===== src/rtl/imm_gen_pipe_if.sv =====
// imm_gen_pipe_if: request/response bundle between a producer and the immediate generator
interface imm_gen_pipe_if #(
   parameter int XLEN  = 32,
   parameter int TAG_W = 5,
   parameter int CNT_W = 8
);
   logic             in_valid;
   logic             in_ready;
   logic [31:0]      instr;
   logic [2:0]       imm_src;
   logic [TAG_W-1:0] in_tag;
   logic             out_valid;
   logic             out_ready;
   logic [XLEN-1:0]  imm;
   logic [TAG_W-1:0] out_tag;
   logic             illegal;
   logic [CNT_W-1:0] illegal_cnt;
   modport master (
      output in_valid, instr, imm_src, in_tag, out_ready,
      input  in_ready, out_valid, imm, out_tag, illegal, illegal_cnt
   );
   modport slave (
      input  in_valid, instr, imm_src, in_tag, out_ready,
      output in_ready, out_valid, imm, out_tag, illegal, illegal_cnt
   );
endinterface


===== src/rtl/imm_gen_pipe.sv =====
// imm_gen_pipe: RISC-V immediate decoder feeding a 2-entry result FIFO with tag and illegal flag
module imm_gen_pipe #(
   parameter int XLEN  = 32,
   parameter int TAG_W = 5,
   parameter int CNT_W = 8
) (
   input logic            clk,
   input logic            reset,
   imm_gen_pipe_if.slave  bus
);
   logic [XLEN-1:0]  imm_q [2];
   logic [XLEN-1:0]  imm_d [2];
   logic [TAG_W-1:0] tag_q [2];
   logic [TAG_W-1:0] tag_d [2];
   logic [1:0]       ill_q, ill_d;
   logic             wp_q, wp_d, rp_q, rp_d;
   logic [1:0]       occ_q, occ_d;
   logic [CNT_W-1:0] icnt_q, icnt_d;
   logic [31:0]      ins, r32;
   logic [2:0]       src;
   logic [XLEN-1:0]  imm_c;
   logic             bad, push, pop;

   assign bus.in_ready    = occ_q < 2'd2;
   assign bus.out_valid   = occ_q != 2'd0;
   assign bus.imm         = bus.out_valid ? imm_q[rp_q] : '0;
   assign bus.out_tag     = bus.out_valid ? tag_q[rp_q] : '0;
   assign bus.illegal     = bus.out_valid & ill_q[rp_q];
   assign bus.illegal_cnt = icnt_q;
   assign push            = bus.in_valid & bus.in_ready;
   assign pop             = bus.out_valid & bus.out_ready;

   // decode the immediate as a 32-bit value, then widen (shamt is the only zero-extended form)
   always_comb begin
      ins   = bus.instr;
      src   = bus.imm_src;
      r32   = src == 3'd0 ? {{20{ins[31]}}, ins[31:20]} :
              src == 3'd1 ? {{20{ins[31]}}, ins[31:25], ins[11:7]} :
              src == 3'd2 ? {{19{ins[31]}}, ins[31], ins[7], ins[30:25], ins[11:8], 1'b0} :
              src == 3'd3 ? {{11{ins[31]}}, ins[31], ins[19:12], ins[20], ins[30:21], 1'b0} :
              src == 3'd4 ? {ins[31:12], 12'b0} :
              XLEN == 64  ? {26'b0, ins[25:20]} : {27'b0, ins[24:20]};
      bad   = src[2] & src[1];
      imm_c = bad ? '0 : src == 3'd5 ? XLEN'(r32) : XLEN'($signed(r32));
   end

   // next state: FIFO write, 1-bit pointers, occupancy and saturating illegal count
   always_comb begin
      imm_d = imm_q;
      tag_d = tag_q;
      ill_d = ill_q;
      if (push) begin
         imm_d[wp_q] = imm_c;
         tag_d[wp_q] = bus.in_tag;
         ill_d[wp_q] = bad;
      end
      wp_d   = wp_q ^ push;
      rp_d   = rp_q ^ pop;
      occ_d  = occ_q + 2'(push) - 2'(pop);
      icnt_d = (push && bad && icnt_q != '1) ? icnt_q + CNT_W'(1) : icnt_q;
   end

   // state registers; reset drops all buffered entries and blocks any transfer at that edge
   always_ff @(posedge clk) begin
      if (reset) begin
         occ_q  <= '0;
         wp_q   <= 1'b0;
         rp_q   <= 1'b0;
         icnt_q <= '0;
      end else begin
         occ_q  <= occ_d;
         wp_q   <= wp_d;
         rp_q   <= rp_d;
         icnt_q <= icnt_d;
         imm_q  <= imm_d;
         tag_q  <= tag_d;
         ill_q  <= ill_d;
      end
   end
endmodule


===== src/flat_wrapper.sv =====
// flat-port wrapper written by rule: the top's interface ports become plain ports
module imm_gen_pipe_flat 
#(
   parameter int XLEN  = 32,
   parameter int TAG_W = 5,
   parameter int CNT_W = 8
)
  (clk, reset, bus_in_valid, bus_instr, bus_imm_src, bus_in_tag, bus_out_ready, bus_in_ready, bus_out_valid, bus_imm, bus_out_tag, bus_illegal, bus_illegal_cnt);
  imm_gen_pipe_if #(.XLEN(XLEN), .TAG_W(TAG_W), .CNT_W(CNT_W)) bus_i ();
  input logic clk;
  input logic reset;
  input wire logic [$bits(bus_i.in_valid)-1:0] bus_in_valid;
  input wire logic [$bits(bus_i.instr)-1:0] bus_instr;
  input wire logic [$bits(bus_i.imm_src)-1:0] bus_imm_src;
  input wire logic [$bits(bus_i.in_tag)-1:0] bus_in_tag;
  input wire logic [$bits(bus_i.out_ready)-1:0] bus_out_ready;
  output wire logic [$bits(bus_i.in_ready)-1:0] bus_in_ready;
  output wire logic [$bits(bus_i.out_valid)-1:0] bus_out_valid;
  output wire logic [$bits(bus_i.imm)-1:0] bus_imm;
  output wire logic [$bits(bus_i.out_tag)-1:0] bus_out_tag;
  output wire logic [$bits(bus_i.illegal)-1:0] bus_illegal;
  output wire logic [$bits(bus_i.illegal_cnt)-1:0] bus_illegal_cnt;
  assign bus_i.in_valid = bus_in_valid;
  assign bus_i.instr = bus_instr;
  assign bus_i.imm_src = bus_imm_src;
  assign bus_i.in_tag = bus_in_tag;
  assign bus_i.out_ready = bus_out_ready;
  assign bus_in_ready = bus_i.in_ready;
  assign bus_out_valid = bus_i.out_valid;
  assign bus_imm = bus_i.imm;
  assign bus_out_tag = bus_i.out_tag;
  assign bus_illegal = bus_i.illegal;
  assign bus_illegal_cnt = bus_i.illegal_cnt;
  imm_gen_pipe #(.XLEN(XLEN), .TAG_W(TAG_W), .CNT_W(CNT_W)) u_core (.clk(clk), .reset(reset), .bus(bus_i));
endmodule

===== config.mk =====
export PLATFORM = sky130hd
export DESIGN_NAME = imm_gen_pipe_flat
export DESIGN_NICKNAME = d
export VERILOG_FILES = /design/src/rtl/imm_gen_pipe_if.sv /design/src/rtl/imm_gen_pipe.sv /design/src/flat_wrapper.sv
export SDC_FILE = /design/constraint.sdc
export NUM_CORES = 1
export LEC_CHECK = 0
export CAP_MARGIN = 20
export CORE_MARGIN = 10
export CORE_UTILIZATION = 38
export DETAILED_ROUTE_END_ITERATION = 8
export GPL_TIMING_DRIVEN = 0
export PLACE_DENSITY = 0.66
export SETUP_SLACK_MARGIN = 0.5
export SLEW_MARGIN = 25
export SYNTH_ARGS = -nofsm -noshare
export SYNTH_HDL_FRONTEND = slang
export SYNTH_SLANG_ARGS = --single-unit

===== constraint.sdc =====
create_clock -name clk -period 4.7 [get_ports clk]
set_input_delay 1.41 -clock clk [delete_from_list [all_inputs] [get_ports clk]]
set_output_delay 1.41 -clock clk [all_outputs]
set_load 0.01 [all_outputs]

==> insert_results.sql, run 1 <==
INSERT INTO impl_metrics (metric_group, metric, value, unit) VALUES
('run_status', 'outcome', 'complete, no violations', ''),
('min_path', 'endpoint_with_the_worst_hold_slack', 'u_core.bus.illegal_cnt[1]', ''),
('timing', 'final-setup-viol-count', '0', ''),
('timing', 'slew-limit-headroom', '62.2', '%'),
('die', 'std_cell_rows', '37', ''),
('clocking', 'insertion_delay', '360', 'ps'),
('detailed_routing', 'wl_per_cell', '17.3', 'µm'),
('synthesis', 'yosysUniqueCellTypes', '42', ''),
('clocking', 'clock_tree_root_buffer_cell', 'sky130_fd_sc_hd__clkbuf_8', ''),
('layout', 'fin_nets', '458', ''),
('synthesis', 'ys_seq_elements', '88', ''),
('synthesis', 'postSynth.asyncResetShare', '0', '%'),
('detailed_routing', 'vias_per_cell', '5.02', ''),
('layout', 'fraction_of_final_layout_cells_with_drive_strength_greater_than_1', '9.62', '%'),
('detailed_routing', 'firstDrtPassIters', '5', ''),
('die', 'floorplan.die.width', '123', 'µm'),
('synthesis', 'yosysSeqAreaShare', '62.6', '%'),
('grt', 'global_route.overflow_total', '0', ''),
('timing', 'worst_pin_slew', '568', 'ps'),
('clocking', 'cts_htree_levels', '3', ''),
('clocking', 'cts_tree', 'yes', ''),
('synthesis', 'synth_edf_count', '76', ''),
('grt', 'largest_net_degree_at_the_start_of_global_routing', '21', ''),
('synthesis', 'commonest_register_cell_after_synthesis', 'sky130_fd_sc_hd__edfxtp_1', ''),
('synthesis', 'synth_nets', '361', ''),
('critical_path', 'timing.reg2reg.worst_path_depth', '4', ''),
('layout', 'syn2layout_area_growth', '31.5', '%'),
('timing', 'rsz0062_at_grt', 'no', ''),
('detailed_routing', 'route.antenna.remaining_nets', '0', ''),
('power', 'cellPowerDensity', '461', 'nW/µm²'),
('critical_path', 'timing.reg2reg.setup_slack', '2800', 'ps'),
('placement', 'dpl_cell_area', '5100', 'µm²'),
('clocking', 'post_cts_resize_count', '0', ''),
('synthesis', 'synthesis.instances', '314', ''),
('synthesis', 'syn_avg_cell_area', '12.8', 'µm²'),
('critical_path', 'worst-endpoint-arrival', '2180', 'ps'),
('critical_path', 'r2r_start', 'u_core.occ_q[1]', ''),
('timing', 'layout_min_cycle_time', '3590', 'ps'),
('detailed_routing', 'detailedRoute.firstIterationViolations', '155', ''),
('layout', 'layout_commonest_cell', 'sky130_fd_sc_hd__clkdlybuf4s50_1', ''),
('die', 'number_of_top_level_pins', '92', ''),
('min_path', 'min-delay-start', 'u_core.bus.illegal_cnt[1]', ''),
('layout', 'postLayoutCellArea', '5290', 'µm²'),
('die', 'initial_utilization', '39.0', '%'),
('placement', 'gp_congestion', '0.805', ''),
('min_path', 'count_of_cells_along_the_worst_hold_path', '2', ''),
('clocking', 'cts-buffers-inserted', '9', ''),
('min_path', 'min_path_type', 'reg -> reg', ''),
('die', 'dieArea', '15100', 'µm²'),
('timing', 'fin_skew', '5.42', 'ps'),
('grt', 'grt_antenna_before_repair', '0', ''),
('timing', 'final-hold-violation-count', '0', ''),
('detailed_routing', 'drc', '0', ''),
('detailed_routing', 'routed_wirelength', '9.54', 'mm'),
('die', 'core_area', '10300', 'µm²'),
('layout', 'final_cell_mix', 'sky130_fd_sc_hd__clkdlybuf4s50_1, sky130_fd_sc_hd__edfxtp_1, sky130_fd_sc_hd__nor2_1, sky130_fd_sc_hd__mux2i_1, sky130_fd_sc_hd__nor2b_1', ''),
('clocking', 'clock_sink_count', '88', ''),
('critical_path', 'worstReg2RegEnd', 'u_core.imm_q[34]', ''),
('critical_path', 'crit_type', 'reg -> out', ''),
('timing', 'report.final.slew_viol_count', '0', ''),
('clocking', 'clk_pin_slew', '80', 'ps'),
('timing', 'final_min_period_over_clock_period', '76.4', '%'),
('power', 'power.ir.vdd_worst', '0.000169', 'V'),
('timing', 'setup_total_negative_slack', '0', 'ps'),
('critical_path', 'critPathRequiredTime', '3290', 'ps'),
('placement', 'dp_hpwl', '6.85', 'mm'),
('timing', 'hold_ws', '542', 'ps'),
('clocking', 'cts_max_path_buffers', '2', ''),
('timing', 'clock.fmax', '278', 'MHz'),
('power', 'leakage', '0.00185', 'µW'),
('detailed_routing', 'detailroute.via_count', '2769', '');
where the power goes:
part / total (µW) / switching, µW / internal (µW)
clock: 519 / 274 / 246
sequential: 957 / 25.2 / 932
combinational: 964 / 481 / 483
cells in the mapped netlist (4+ instances only):
cell                       number  share of area [%]
sky130_fd_sc_hd__a211oi_1       7                1.3
sky130_fd_sc_hd__dfxtp_1       12                6.0
sky130_fd_sc_hd__a41oi_1        4               0.87
sky130_fd_sc_hd__buf_2         10                1.2
sky130_fd_sc_hd__edfxtp_1      76                 57
sky130_fd_sc_hd__inv_1          6               0.56
sky130_fd_sc_hd__o22ai_1        8                1.2
sky130_fd_sc_hd__nand2_1        5               0.47
sky130_fd_sc_hd__o21ai_0        6               0.75
sky130_fd_sc_hd__a21oi_1        9                1.1
sky130_fd_sc_hd__nor2_1        45                4.2
sky130_fd_sc_hd__nor2b_1       13                2.0
sky130_fd_sc_hd__a31oi_1        8                1.2
sky130_fd_sc_hd__nand2b_1       4               0.62
sky130_fd_sc_hd__mux2i_1       43                 11
sky130_fd_sc_hd__a21o_1        11                2.1
sky130_fd_sc_hd__clkbuf_1      10               0.93
per-stage QoR:
step | total power, µW | setup slack, ps | cells | util, %
floorplan | 1460 | 1060 | 314 | -
global placement | 1930 | -545 | 532 | 48.6
detailed placement | 1960 | 1150 | 536 | 49.4
CTS | 2480 | 1060 | 552 | 51.3
global route | 2590 | 882 | 552 | 51.3
finish | 2440 | 1110 | 552 | 51.3
layer usage:
metal  up-vias  GRT usage (%)  share of wire (%)
met2        88           20.5                 46
li1       1352              -                  -
met5         -              0                  0
met3        11           4.47                9.5
met1      1318           15.9                 43
met4         0           4.79                1.6
layout make-up:
cell class	instances	area (µm²)
sequential	88	2520
tap	136	170
multi-input combinational	195	1370
clock inverter	7	71.3
fill	917	5030
buffer	25	129
clock buffer	9	124
timing repair buffer	86	890
inverter	6	22.5
registers in the layout, summed over array words and instances, names as in the netlist:
name,count
u_core.bus.illegal_cnt,8
u_core.ill_q,2
u_core.imm_q,64
u_core.occ_q,2
u_core.rp_q,1
u_core.tag_q,10
u_core.wp_q,1
critical path, stage by stage, from the launching register on:
cell and delay [ps]:
sky130_fd_sc_hd__dfxtp_1 370, sky130_fd_sc_hd__nor2_1 170, sky130_fd_sc_hd__buf_2 290, sky130_fd_sc_hd__buf_1 380
sky130_fd_sc_hd__nor2_1 120, sky130_fd_sc_hd__clkdlybuf4s50_1 500
kinds of logic (layout without fill, tap and decap cells):
family / count (synthesis) / after routing / synth area share [%]
XOR/XNOR: 5 / 5 / 1.27
AO/OA/AOI/OAI: 58 / 58 / 9.76
buffers and inverters: 31 / 133 / 3.76
AND/OR/NAND/NOR: 85 / 85 / 10.7
flip-flops: 88 / 88 / 62.6
multiplexers: 44 / 44 / 11.0
adder cells (fa/ha/maj): 3 / 3 / 0.932
how the worst max path moves through the flow:
stage / to / cells past startpoint / startpoint
3_3_place_gp: u_core.tag_q[6] / 3 / reset
3_5_place_dp: u_core.imm_q[41] / 5 / reset
5_1_grt: bus_imm[1] / 5 / u_core.occ_q[1]
4_1_cts: bus_imm[1] / 5 / u_core.occ_q[1]
6_report: bus_imm[5] / 5 / u_core.occ_q[1]
2_1_floorplan: u_core.ill_q[0] / 2 / bus_in_valid
(Power assumes the default switching activity.)
==> run 2: changes to the inputs <==
- clock period: 4.7 -> 3.25 ns (I/O delays scaled with it)
==> insert_results.sql, run 2 (synthesized netlist as in run 1, its figures left out) <==
INSERT INTO impl_metrics (metric_group, metric, value, unit) VALUES
('run_status', 'outcome', 'complete, no violations', ''),
('die', 'die-height', '123', 'µm'),
('power', 'cellPowerDensity', '653', 'nW/µm²'),
('detailed_routing', 'drc', '0', ''),
('timing', 'report.final.slew_viol_count', '0', ''),
('critical_path', 'cp_max_fo', '10', ''),
('die', 'core_area', '10300', 'µm²'),
('placement', 'dp_hpwl', '6.87', 'mm'),
('layout', 'stdcell_count', '555', ''),
('detailed_routing', 'detailedRoute.firstIterationViolations', '164', ''),
('detailed_routing', 'vias_per_cell', '5.01', ''),
('timing', 'final-setup-viol-count', '0', ''),
('grt', 'grtUsageTotal', '12.7', '%'),
('clocking', 'cts_tree', 'yes', ''),
('detailed_routing', 'wl_per_cell', '17.1', 'µm'),
('grt', 'largest_net_degree_at_the_start_of_global_routing', '26', ''),
('timing', 'fin_skew', '13.5', 'ps'),
('placement', 'place.port_buffers', '82', ''),
('timing', 'slew-limit-headroom', '63.6', '%'),
('layout', 'layout_commonest_cell', 'sky130_fd_sc_hd__edfxtp_1', ''),
('detailed_routing', 'routed_wirelength', '9.48', 'mm'),
('layout', 'syn2layout_area_growth', '33.8', '%'),
('timing', 'worst_pin_slew', '546', 'ps'),
('layout', 'largest-register', 'u_core.imm_q', ''),
('critical_path', 'cp-end-kind', 'output pin', ''),
('timing', 'clock.fmax', '354', 'MHz'),
('clocking', 'clock_sink_count', '88', ''),
('power', 'power.ir.vdd_worst', '0.000316', 'V'),
('timing', 'final_min_period_over_clock_period', '86.9', '%'),
('layout', 'fraction_of_final_layout_cells_with_drive_strength_greater_than_1', '12.4', '%'),
('flow_run', 'drv.max_cap_violation_count', '0', ''),
('grt', 'grt_pass1_vias', '2863', ''),
('critical_path', 'crit_type', 'reg -> out', ''),
('layout', 'final_cell_mix', 'sky130_fd_sc_hd__edfxtp_1, sky130_fd_sc_hd__clkdlybuf4s50_1, sky130_fd_sc_hd__nor2_1, sky130_fd_sc_hd__mux2i_1, sky130_fd_sc_hd__dlymetal6s2s_1', ''),
('layout', 'postLayoutCellArea', '5390', 'µm²'),
('die', 'std_cell_rows', '37', ''),
('timing', 'layout_min_cycle_time', '2830', 'ps'),
('placement', 'placed_cells', '537', ''),
('timing', 'final-hold-violation-count', '0', ''),
('grt', 'grt_first_pass_wirelength', '15.0', 'mm'),
('grt', 'global_route.overflow_total', '0', ''),
('power', 'leakage', '0.00214', 'µW'),
('die', 'dieArea', '15100', 'µm²'),
('detailed_routing', 'firstDrtPassIters', '8', ''),
('placement', 'placement.setup.worst_slack', '67.5', 'ps'),
('min_path', 'min_path_type', 'reg -> reg', ''),
('clocking', 'cts_hold_repair.buffers', '0', ''),
('placement', 'gp_congestion', '0.792', ''),
('critical_path', 'crit_path_start_kind', 'flip-flop', ''),
('clocking', 'clk_pin_slew', '90', 'ps'),
('critical_path', 'critPathRequiredTime', '2270', 'ps'),
('layout', 'multi_input_area', '1380', 'µm²'),
('timing', 'hold_ws', '537', 'ps'),
('clocking', 'cts_max_path_buffers', '2', ''),
('detailed_routing', 'route.antenna.remaining_nets', '0', ''),
('die', 'number_of_top_level_pins', '92', ''),
('timing', 'rsz0062_at_grt', 'yes', ''),
('critical_path', 'worst-endpoint-arrival', '1850', 'ps'),
('clocking', 'cts-buffers-inserted', '9', ''),
('timing', 'fin_ws', '425', 'ps'),
('layout', 'fill_count', '892', ''),
('grt', 'grt_antenna_before_repair', '0', ''),
('clocking', 'insertion_delay', '350', 'ps'),
('clocking', 'cts_htree_levels', '3', ''),
('layout', 'area.sequential', '2520', 'µm²'),
('clocking', 'clock_tree_root_buffer_cell', 'sky130_fd_sc_hd__clkbuf_8', ''),
('die', 'initial_utilization', '39.0', '%'),
('layout', 'antenna-diode-count', '0', ''),
('layout', 'fin_nets', '462', ''),
('layout', 'largest_register_ffs', '64', ''),
('die', 'floorplan.die.width', '123', 'µm'),
('detailed_routing', 'detailroute.via_count', '2783', ''),
('placement', 'dpl_cell_area', '5090', 'µm²');
==> run 2: cell count changes in the layout (fill, tap and decap cells not counted), sizes merged <==
cell	delta
inv	+3
dlygate4sd2	+9
clkinvlp	-1
clkdlybuf4s50	-23
dlymetal6s2s	+14
buf	+4
clkinv	-2
bufinv	-1
==> run 2: routing by layer <==
metal  GRT usage [%]  up-vias  part of all wire [%]
met1            15.6     1327                    44
met4            4.20        0                   1.3
li1                -     1366                     -
met5               0        -                     0
met2            20.5       80                    47
met3            4.28       10                   8.2
==> run 2: final timing paths <==
kind | start | end | slack (ps) | cells past startpoint
hold / removal | u_core.bus.illegal_cnt[1] | u_core.bus.illegal_cnt[1] | 540 | 2
setup / recovery | u_core.rp_q | bus_imm[1] | 420 | 6
setup reg to reg | u_core.occ_q[0] | u_core.occ_q[1] | 1520 | 8
hold reg to reg | u_core.bus.illegal_cnt[1] | u_core.bus.illegal_cnt[1] | 540 | 2
==> run 2: final cells by class <==
| class | count | share of cell area, % |
|---|---|---|
| flip-flops and latches | 88 | 46.9 |
| multi-input cells | 195 | 25.6 |
| repair buffers | 90 | 17.5 |
| plain buffers | 25 | 3.16 |
| well taps | 136 | 3.16 |
| clock buffers | 9 | 2.30 |
| clock inverters | 6 | 0.952 |
| inverters | 6 | 0.418 |
==> run 2: per-stage QoR <==
step	setup TNS (ps)	power, µW	util [%]
2_1_floorplan	0	2120	-
3_3_place_gp	-44340	2790	48.7
3_5_place_dp	0	2840	49.4
4_1_cts	0	3560	51.5
5_1_grt	0	3730	52.2
6_report	0	3520	52.2
==> run 2: where the power goes <==
group / switching, µW / internal (µW) / total [µW]
sequential: 44.1 / 1350 / 1390
clock: 401 / 286 / 687
combinational: 710 / 727 / 1440
==> run 2: repair_timing <==
item | CTS | global route
setup buffers | 3 | 0
gates resized for setup | 21 | 22
pin swaps | 1 | 0
gates cloned | 0 | 0
setup endpoints to repair | 58 | 30
==> run 2: critical path, stage by stage (launching register included) <==
cell and delay [ps]:
sky130_fd_sc_hd__dfxtp_1 320, sky130_fd_sc_hd__clkbuf_2 150, sky130_fd_sc_hd__buf_6 130, sky130_fd_sc_hd__buf_8 150, sky130_fd_sc_hd__mux2i_1 200, sky130_fd_sc_hd__nor2_1 50
sky130_fd_sc_hd__clkdlybuf4s50_1 490
